### src/rtl/rocket_core_mem_arb.sv
// Round-robin arbiter sharing one registered downstream memory request channel
// among N_REQ cores; an in-order ID FIFO routes responses back to their source.
module rocket_core_mem_arb #(
    parameter int N_REQ  = 4,
    parameter int ADDR_W = 32,
    parameter int DATA_W = 64,
    parameter int DEPTH  = 4
) (
    input  logic                      clk,
    input  logic                      reset,
    input  logic [N_REQ-1:0]          req_valid,
    output logic [N_REQ-1:0]          req_ready,
    input  logic [N_REQ*ADDR_W-1:0]   req_addr,
    input  logic [N_REQ-1:0]          req_we,
    input  logic [N_REQ*DATA_W-1:0]   req_wdata,
    output logic                      out_valid,
    input  logic                      out_ready,
    output logic [ADDR_W-1:0]         out_addr,
    output logic                      out_we,
    output logic [DATA_W-1:0]         out_wdata,
    output logic [$clog2(N_REQ)-1:0]  out_src,
    input  logic                      in_resp_valid,
    input  logic [DATA_W-1:0]         in_resp_data,
    output logic [N_REQ-1:0]          resp_valid,
    output logic [DATA_W-1:0]         resp_data,
    output logic [$clog2(DEPTH):0]    outstanding,
    output logic                      resp_err
);

    localparam int SRC_W = $clog2(N_REQ);
    localparam int PTR_W = $clog2(DEPTH);
    localparam int CNT_W = PTR_W + 1;

    logic [SRC_W-1:0] ptr;
    logic [SRC_W-1:0] winner;
    logic [SRC_W-1:0] idx;
    int               idx_i;
    logic             found;
    logic             load;
    logic             accept;
    logic             pop;
    logic             spurious;

    logic [SRC_W-1:0] id_mem [DEPTH];
    logic [PTR_W-1:0] rd_ptr;
    logic [PTR_W-1:0] wr_ptr;
    logic [CNT_W-1:0] count;
    logic [SRC_W-1:0] head;

    assign outstanding = count;
    assign head        = id_mem[rd_ptr];

    // A pop in the same cycle deliberately does not free a slot: load only sees the registered count.
    assign load     = (!out_valid || out_ready) && (count < CNT_W'(DEPTH));
    assign accept   = load && found && !reset;
    assign pop      = in_resp_valid && (count != '0) && !reset;
    assign spurious = in_resp_valid && (count == '0);

    always_comb begin
        found  = 1'b0;
        winner = '0;
        idx_i  = 0;
        idx    = '0;
        for (int k = 0; k < N_REQ; k++) begin
            idx_i = (int'(ptr) + k) % N_REQ;
            idx   = SRC_W'(idx_i);
            if (!found && req_valid[idx]) begin
                found  = 1'b1;
                winner = idx;
            end
        end
    end

    always_comb begin
        req_ready = '0;
        if (accept) req_ready[winner] = 1'b1;
        resp_valid = '0;
        if (pop) resp_valid[head] = 1'b1;
    end

    assign resp_data = in_resp_data;

    always_ff @(posedge clk or posedge reset) begin
        if (reset) begin
            ptr       <= '0;
            out_valid <= 1'b0;
            out_addr  <= '0;
            out_we    <= 1'b0;
            out_wdata <= '0;
            out_src   <= '0;
            rd_ptr    <= '0;
            wr_ptr    <= '0;
            count     <= '0;
            resp_err  <= 1'b0;
        end else begin
            if (accept) begin
                out_valid <= 1'b1;
                out_addr  <= req_addr[winner*ADDR_W +: ADDR_W];
                out_we    <= req_we[winner];
                out_wdata <= req_wdata[winner*DATA_W +: DATA_W];
                out_src   <= winner;
                ptr       <= (winner == SRC_W'(N_REQ - 1)) ? '0 : winner + SRC_W'(1);
                wr_ptr    <= wr_ptr + PTR_W'(1);
            end else if (out_ready) begin
                out_valid <= 1'b0;
            end

            if (pop) rd_ptr <= rd_ptr + PTR_W'(1);

            case ({accept, pop})
                2'b10:   count <= count + CNT_W'(1);
                2'b01:   count <= count - CNT_W'(1);
                default: count <= count;
            endcase

            if (spurious) resp_err <= 1'b1;
        end
    end

    // NOTE: storage has no reset; validity is tracked entirely by count and the pointers.
    always_ff @(posedge clk) begin
        if (accept) id_mem[wr_ptr] <= winner;
    end

endmodule

### config.mk
export PLATFORM = sky130hd
export DESIGN_NAME = rocket_core_mem_arb
export DESIGN_NICKNAME = d
export VERILOG_FILES = /design/src/rtl/rocket_core_mem_arb.sv
export SDC_FILE = /design/constraint.sdc
export NUM_CORES = 1
export LEC_CHECK = 0
export BUFFER_PORTS_ARGS = -buffer_cell sky130_fd_sc_hd__buf_2
export CELL_PAD_IN_SITES_DETAIL_PLACEMENT = 0
export CELL_PAD_IN_SITES_GLOBAL_PLACEMENT = 1
export CORE_AREA = 2 2 247 249
export DETAILED_ROUTE_END_ITERATION = 12
export DIE_AREA = 0 0 249 251
export PLACE_DENSITY_LB_ADDON = 0.1
export SETUP_SLACK_MARGIN = 0.05
export SLEW_MARGIN = 20
export SYNTH_ARGS = -nofsm -noshare
export SYNTH_HDL_FRONTEND = slang
export SYNTH_SLANG_ARGS = --single-unit
### constraint.sdc
create_clock -name clk -period 4.4 [get_ports clk]
set_clock_uncertainty 0.2 [all_clocks]
set_input_delay 0.44 -clock clk [delete_from_list [all_inputs] [get_ports clk]]
set_output_delay 0.44 -clock clk [all_outputs]
set_load 0.05 [all_outputs]
==> results.yml, run 1 <==
sta:
  hold_violations: 0
  timing.slew.headroom: 0.386
  max_freq_ghz: 0.301
  drv_slew: 0
  rsz0062_at_grt: "false"
  fin_crit_ps: 3320
  worst_slew_pin_slew_ps: 921
  hold_slack_ps: 89.8
  setup_violations: 0
  post-route-period-util: 0.755
  tns_ps: 0
synth:
  netlist_instances: 896
  synth_nets: 1366
  ys_seq_area_frac: 0.395
  synth.cell_area_sq_um: 7570
  synth-async-reset-ratio: 0.932
  synthFlopType: "dfrtp_1"
  ys_ff_latch: 118
  postSynthAreaPerCell_sq_um: 8.45
  ys.warnings.count: 0
  synth_edf_count: 8
  yosysUniqueCellTypes: 38
route:
  antenna_left: 0
  routed_wirelength_microns: 42600
  drc_errors: 0
  dr.pass1.iters: 4
  viasPerCell: 3.89
  vias: 8428
  drt_iter0_drc: 265
  wl_per_cell_microns: 19.7
cts:
  path_clk_slew_ps: 60
  cts_buffers: 17
  clk_latency_ps: 470
  htreeDepth: 4
  cts.sinks: 118
  tritoncts: "yes"
  cts-root-buf: "clkbuf_16"
  clock_path_buffers: 2
  post_cts_resized: 0
  holdBufCountCts: 62
  postCtsSetupBuffers: 0
critical_path:
  worstPathRequired_ps: 3760
  path_max_fanout: 8
  crit_path_start_kind: "flop"
  cp-end-kind: "output pin"
  arrival_ps: 2680
  criticalPathCategory: "reg2out"
cells_and_area:
  fill_cells: 6806
  drive_above_1_share: 0.411
  layout_common_cells: "507 x buf_2, 165 x nand2_1, 137 x a21oi_1"
  final_common_cell: "buf_2"
  syn_to_final_growth_pct: 55.7
  ff_latch_area_sq_um: 2990
  multi_input_area_sq_um: 3800
  nNetsFinal: 1835
floorplan:
  start_util: 0.127
  row_count: 90
  fp.dieH_microns: 251
  die_w_microns: 249
  core_sq_um: 59800
  pin_count: 636
  dieArea_sq_um: 62500
power_and_ir_drop:
  cellPowerDensity_nw_per_um2: 706
  vdd_drop_max_mv: 0.283
  p_leak_uw: 0.00615
placement:
  place_congestion: 0.766
  dp_hpwl_microns: 31400
  portBuffers: 507
run:
  max_cap_viol_count: 0
global_route:
  grt_start_max_net_pins: 83
  grt_pass1_vias: 9098
  grt_pass1_wl_microns: 61500
  grt_usage: 0.135
  grt_overflow: 0
  antenna_found_initial: 17
min_path:
  hold_class: "in2reg"
run_status:
  status: "finished, final reports clean"
==> synth_stat cells, drive strengths merged, types with 2 or more instances <==
cell type  instances  area [sq um]
nand2            165           619
a21oi            137           686
dfrtp            110          2750
buf               92           618
nor2              64           240
a21o              60           450
mux2i             60           601
o22ai             59           369
clkbuf            42           158
a211o             38           333
inv               11          41.3
ha                 9           113
and2               8          50.1
edfxtp             8           240
o21ai              4          20.0
nor3b              3          22.5
xnor2              3          26.3
xor2               3          26.3
mux4               2          45.0
nand2b             2          12.5
nor2b              2          12.5
nor4               2          27.5
==> final timing paths <==
path	from	end	cells past startpoint	slack, ps
hold / removal	req_addr[36]	out_addr[4]	4	90
min in group asynchronous	reset	resp_err	3	430
hold reg to reg	out_src[0]	out_src[0]	2	270
setup / recovery	ptr[1]	req_ready[0]	7	1080
setup reg to reg	ptr[1]	out_wdata[51]	7	1420
max in group asynchronous	reset	out_wdata[38]	4	2600
==> area by class of cell <==
class	count	area share
inverters	11	0.00456
clock inverters	9	0.00966
diodes	4	0.000849
flip-flops and latches	118	0.254
clock buffers	23	0.0431
multi-input cells	633	0.322
repair buffers	584	0.283
well taps	782	0.0830
==> state kept, by name, indices dropped and copies added (netlist names) <==
| register | count |
|---|---|
| id_mem | 8 |
| out_addr | 32 |
| out_src | 2 |
| out_valid | 1 |
| out_wdata | 64 |
| out_we | 1 |
| outstanding | 3 |
| ptr | 2 |
| rd_ptr | 2 |
| resp_err | 1 |
| wr_ptr | 2 |
==> layer usage <==
metal,track usage,routed length (microns)
met5,0,157
met3,0.0646,3970
met1,0.147,16700
met2,0.228,20500
met4,0.0537,1280
==> power breakdown <==
group / total [uW] / leakage [uW] / internal, uW / switching (uW)
Combinational: 4880 / 0.00448 / 1430 / 3450
Sequential: 1910 / 0.00137 / 1610 / 302
Clock: 1530 / 0.000295 / 926 / 608
==> critical path, stage by stage (launching register included) <==
cell      delay (ps)
dfrtp_1          490
nand2_1          100
a311oi_1         660
nor2_1           300
inv_1            150
ha_1             140
and2_1           120
buf_2            260
==> per-stage QoR <==
stage | setup slack (ps) | cells | power (uW) | utilization | area [sq um]
after floorplan | 858 | 896 | 5490 | - | 7570
after global placement | 1310 | 2066 | 6900 | 0.176 | 10500
after detailed placement | 1280 | 2066 | 6880 | 0.176 | 10500
after CTS | 979 | 2160 | 8550 | 0.197 | 11800
after global routing | 795 | 2164 | 8910 | 0.197 | 11800
final | 1080 | 2164 | 8320 | 0.197 | 11800
==> cells by family after synthesis <==
family                     Yosys count  share of synthesized area
adders and majority gates           10                     0.0175
buffers and inverters              145                      0.108
AOI/OAI and AO/OA                  305                      0.254
xor gates and xnor gates             6                    0.00694
DFF                                118                      0.395
and+or+nand+nor                    250                      0.133
muxes                               62                     0.0853
Note: power is estimated with default switching activity, not from simulation.
==> run 2, diff against run 1 <==
clock period = 3.4 ns   (was 4.4 ns; I/O delays follow)
==> results.yml, run 2 (synthesized netlist as in run 1, its figures left out) <==
power_and_ir_drop:
  cellPowerDensity_nw_per_um2: 911
  p_leak_uw: 0.00653
  vdd_drop_max_mv: 0.390
  finalPower_uw: 11600
cts:
  path_clk_slew_ps: 60
  cts.sinks: 118
  tritoncts: "yes"
  clk_latency_ps: 470
  htreeDepth: 4
  clock_path_buffers: 2
  cts_buffers: 17
  cts-root-buf: "clkbuf_16"
route:
  wl_per_cell_microns: 19.3
  drt_iter0_drc: 303
  routed_wirelength_microns: 43500
  dr.pass1.iters: 6
  viasPerCell: 3.94
  drc_errors: 0
  vias: 8879
  antenna_left: 0
sta:
  setup_violations: 0
  hold_slack_ps: 40.8
  worst_slew_pin_slew_ps: 790
  drv_slew: 0
  timing.slew.headroom: 0.473
  hold_violations: 0
  rsz0062_at_grt: "false"
  post-route-period-util: 0.894
  fin_crit_ps: 3040
  max_freq_ghz: 0.329
  tns_ps: 0
global_route:
  grt_overflow: 0
  grt_pass1_vias: 9696
  antenna_found_initial: 11
  grt_usage: 0.139
  grt_start_max_net_pins: 67
  grt_pass1_wl_microns: 63400
min_path:
  hp-start: "req_addr[33]"
  worstHoldEndpoint: "out_addr[1]"
  hold_class: "in2reg"
  hold_depth: 4
cells_and_area:
  final_common_cell: "buf_2"
  nNetsFinal: 1924
  largest_reg_flops: 64
  top_register: "out_wdata"
  largestRegisters: "out_wdata x64, out_addr x32, id_mem x8"
  layout_common_cells: "507 x buf_2, 165 x nand2_1, 139 x dlygate4sd3_1"
  fin_cells: 2251
  drive_above_1_share: 0.393
  syn_to_final_growth_pct: 67.7
critical_path:
  r2r_start: "ptr[1]"
  arrival_ps: 2500
  crit_path_start_kind: "flop"
  worst_r2r_path_depth: 8
  r2r_slack_ps: 370
  r2r_end: "out_addr[10]"
  worstPathRequired_ps: 2860
  path_max_fanout: 24
  cp-end-kind: "output pin"
  criticalPathCategory: "reg2out"
floorplan:
  start_util: 0.127
  row_count: 90
  fp.dieH_microns: 251
  dieArea_sq_um: 62500
  die_w_microns: 249
  pin_count: 636
  core_sq_um: 59800
run_status:
  status: "finished, final reports clean"
placement:
  dp.cells: 2078
  place_congestion: 0.751
  portBuffers: 507
  dp_hpwl_microns: 32600
run:
  max_cap_viol_count: 0
## run 2: worst max-delay path, stage by stage (launching register included)
cell and delay, ps:
dfrtp_1 470, mux2i_1 200, a221oi_4 410, buf_4 380, ha_1 200, and2_1 110, buf_2 250
## run 2: where the power goes
part | internal (uW) | switching [uW]
combinational | 2470 | 4580
clock | 1230 | 789
sequential | 2080 | 405
total | 5790 | 5780
## run 2: worst max path at each step
stage	start	end	slack, ps	cells after the start
2_1_floorplan	outstanding[2]	resp_valid[0]	310	3
3_3_place_gp	req_valid[2]	out_addr[4]	780	9
3_5_place_dp	req_valid[2]	out_addr[19]	770	9
4_1_cts	out_valid	out_wdata[46]	290	8
5_1_grt	out_valid	out_wdata[56]	140	8
6_report	ptr[1]	req_ready[1]	360	6
## run 2: routing by layer
metal,vias to the layer above,wire length [microns],track usage
met1,4215,17200,0.152
met4,12,941,0.0497
li1,4188,-,-
met5,-,83,0
met2,398,21700,0.244
met3,66,3610,0.0535
## run 2: repair_timing
action	4_1_cts	5_1_grt
gates resized for setup	0	0
setup buffers	0	0
hold buffers	139	0
endpoints found under the setup margin	0	0
endpoints found under the hold margin	101	0
## run 2: layout make-up
cell class | count | area, sq um
fillers | 6804 | 47100
flip-flops and latches | 118 | 2990
clock buffers | 21 | 482
well taps | 782 | 978
repair buffers | 673 | 4240
inverters | 11 | 52.6
diodes | 2 | 5.00
clock inverters | 11 | 145
multi-input cells | 633 | 3800
## run 2: per-stage QoR
step,area (sq um),utilization,worst slack (ps)
floorplan,7580,-,312
global placement,10700,0.179,781
detailed placement,10700,0.179,770
CTS,12700,0.212,287
global route,12700,0.212,138
finish,12700,0.212,360
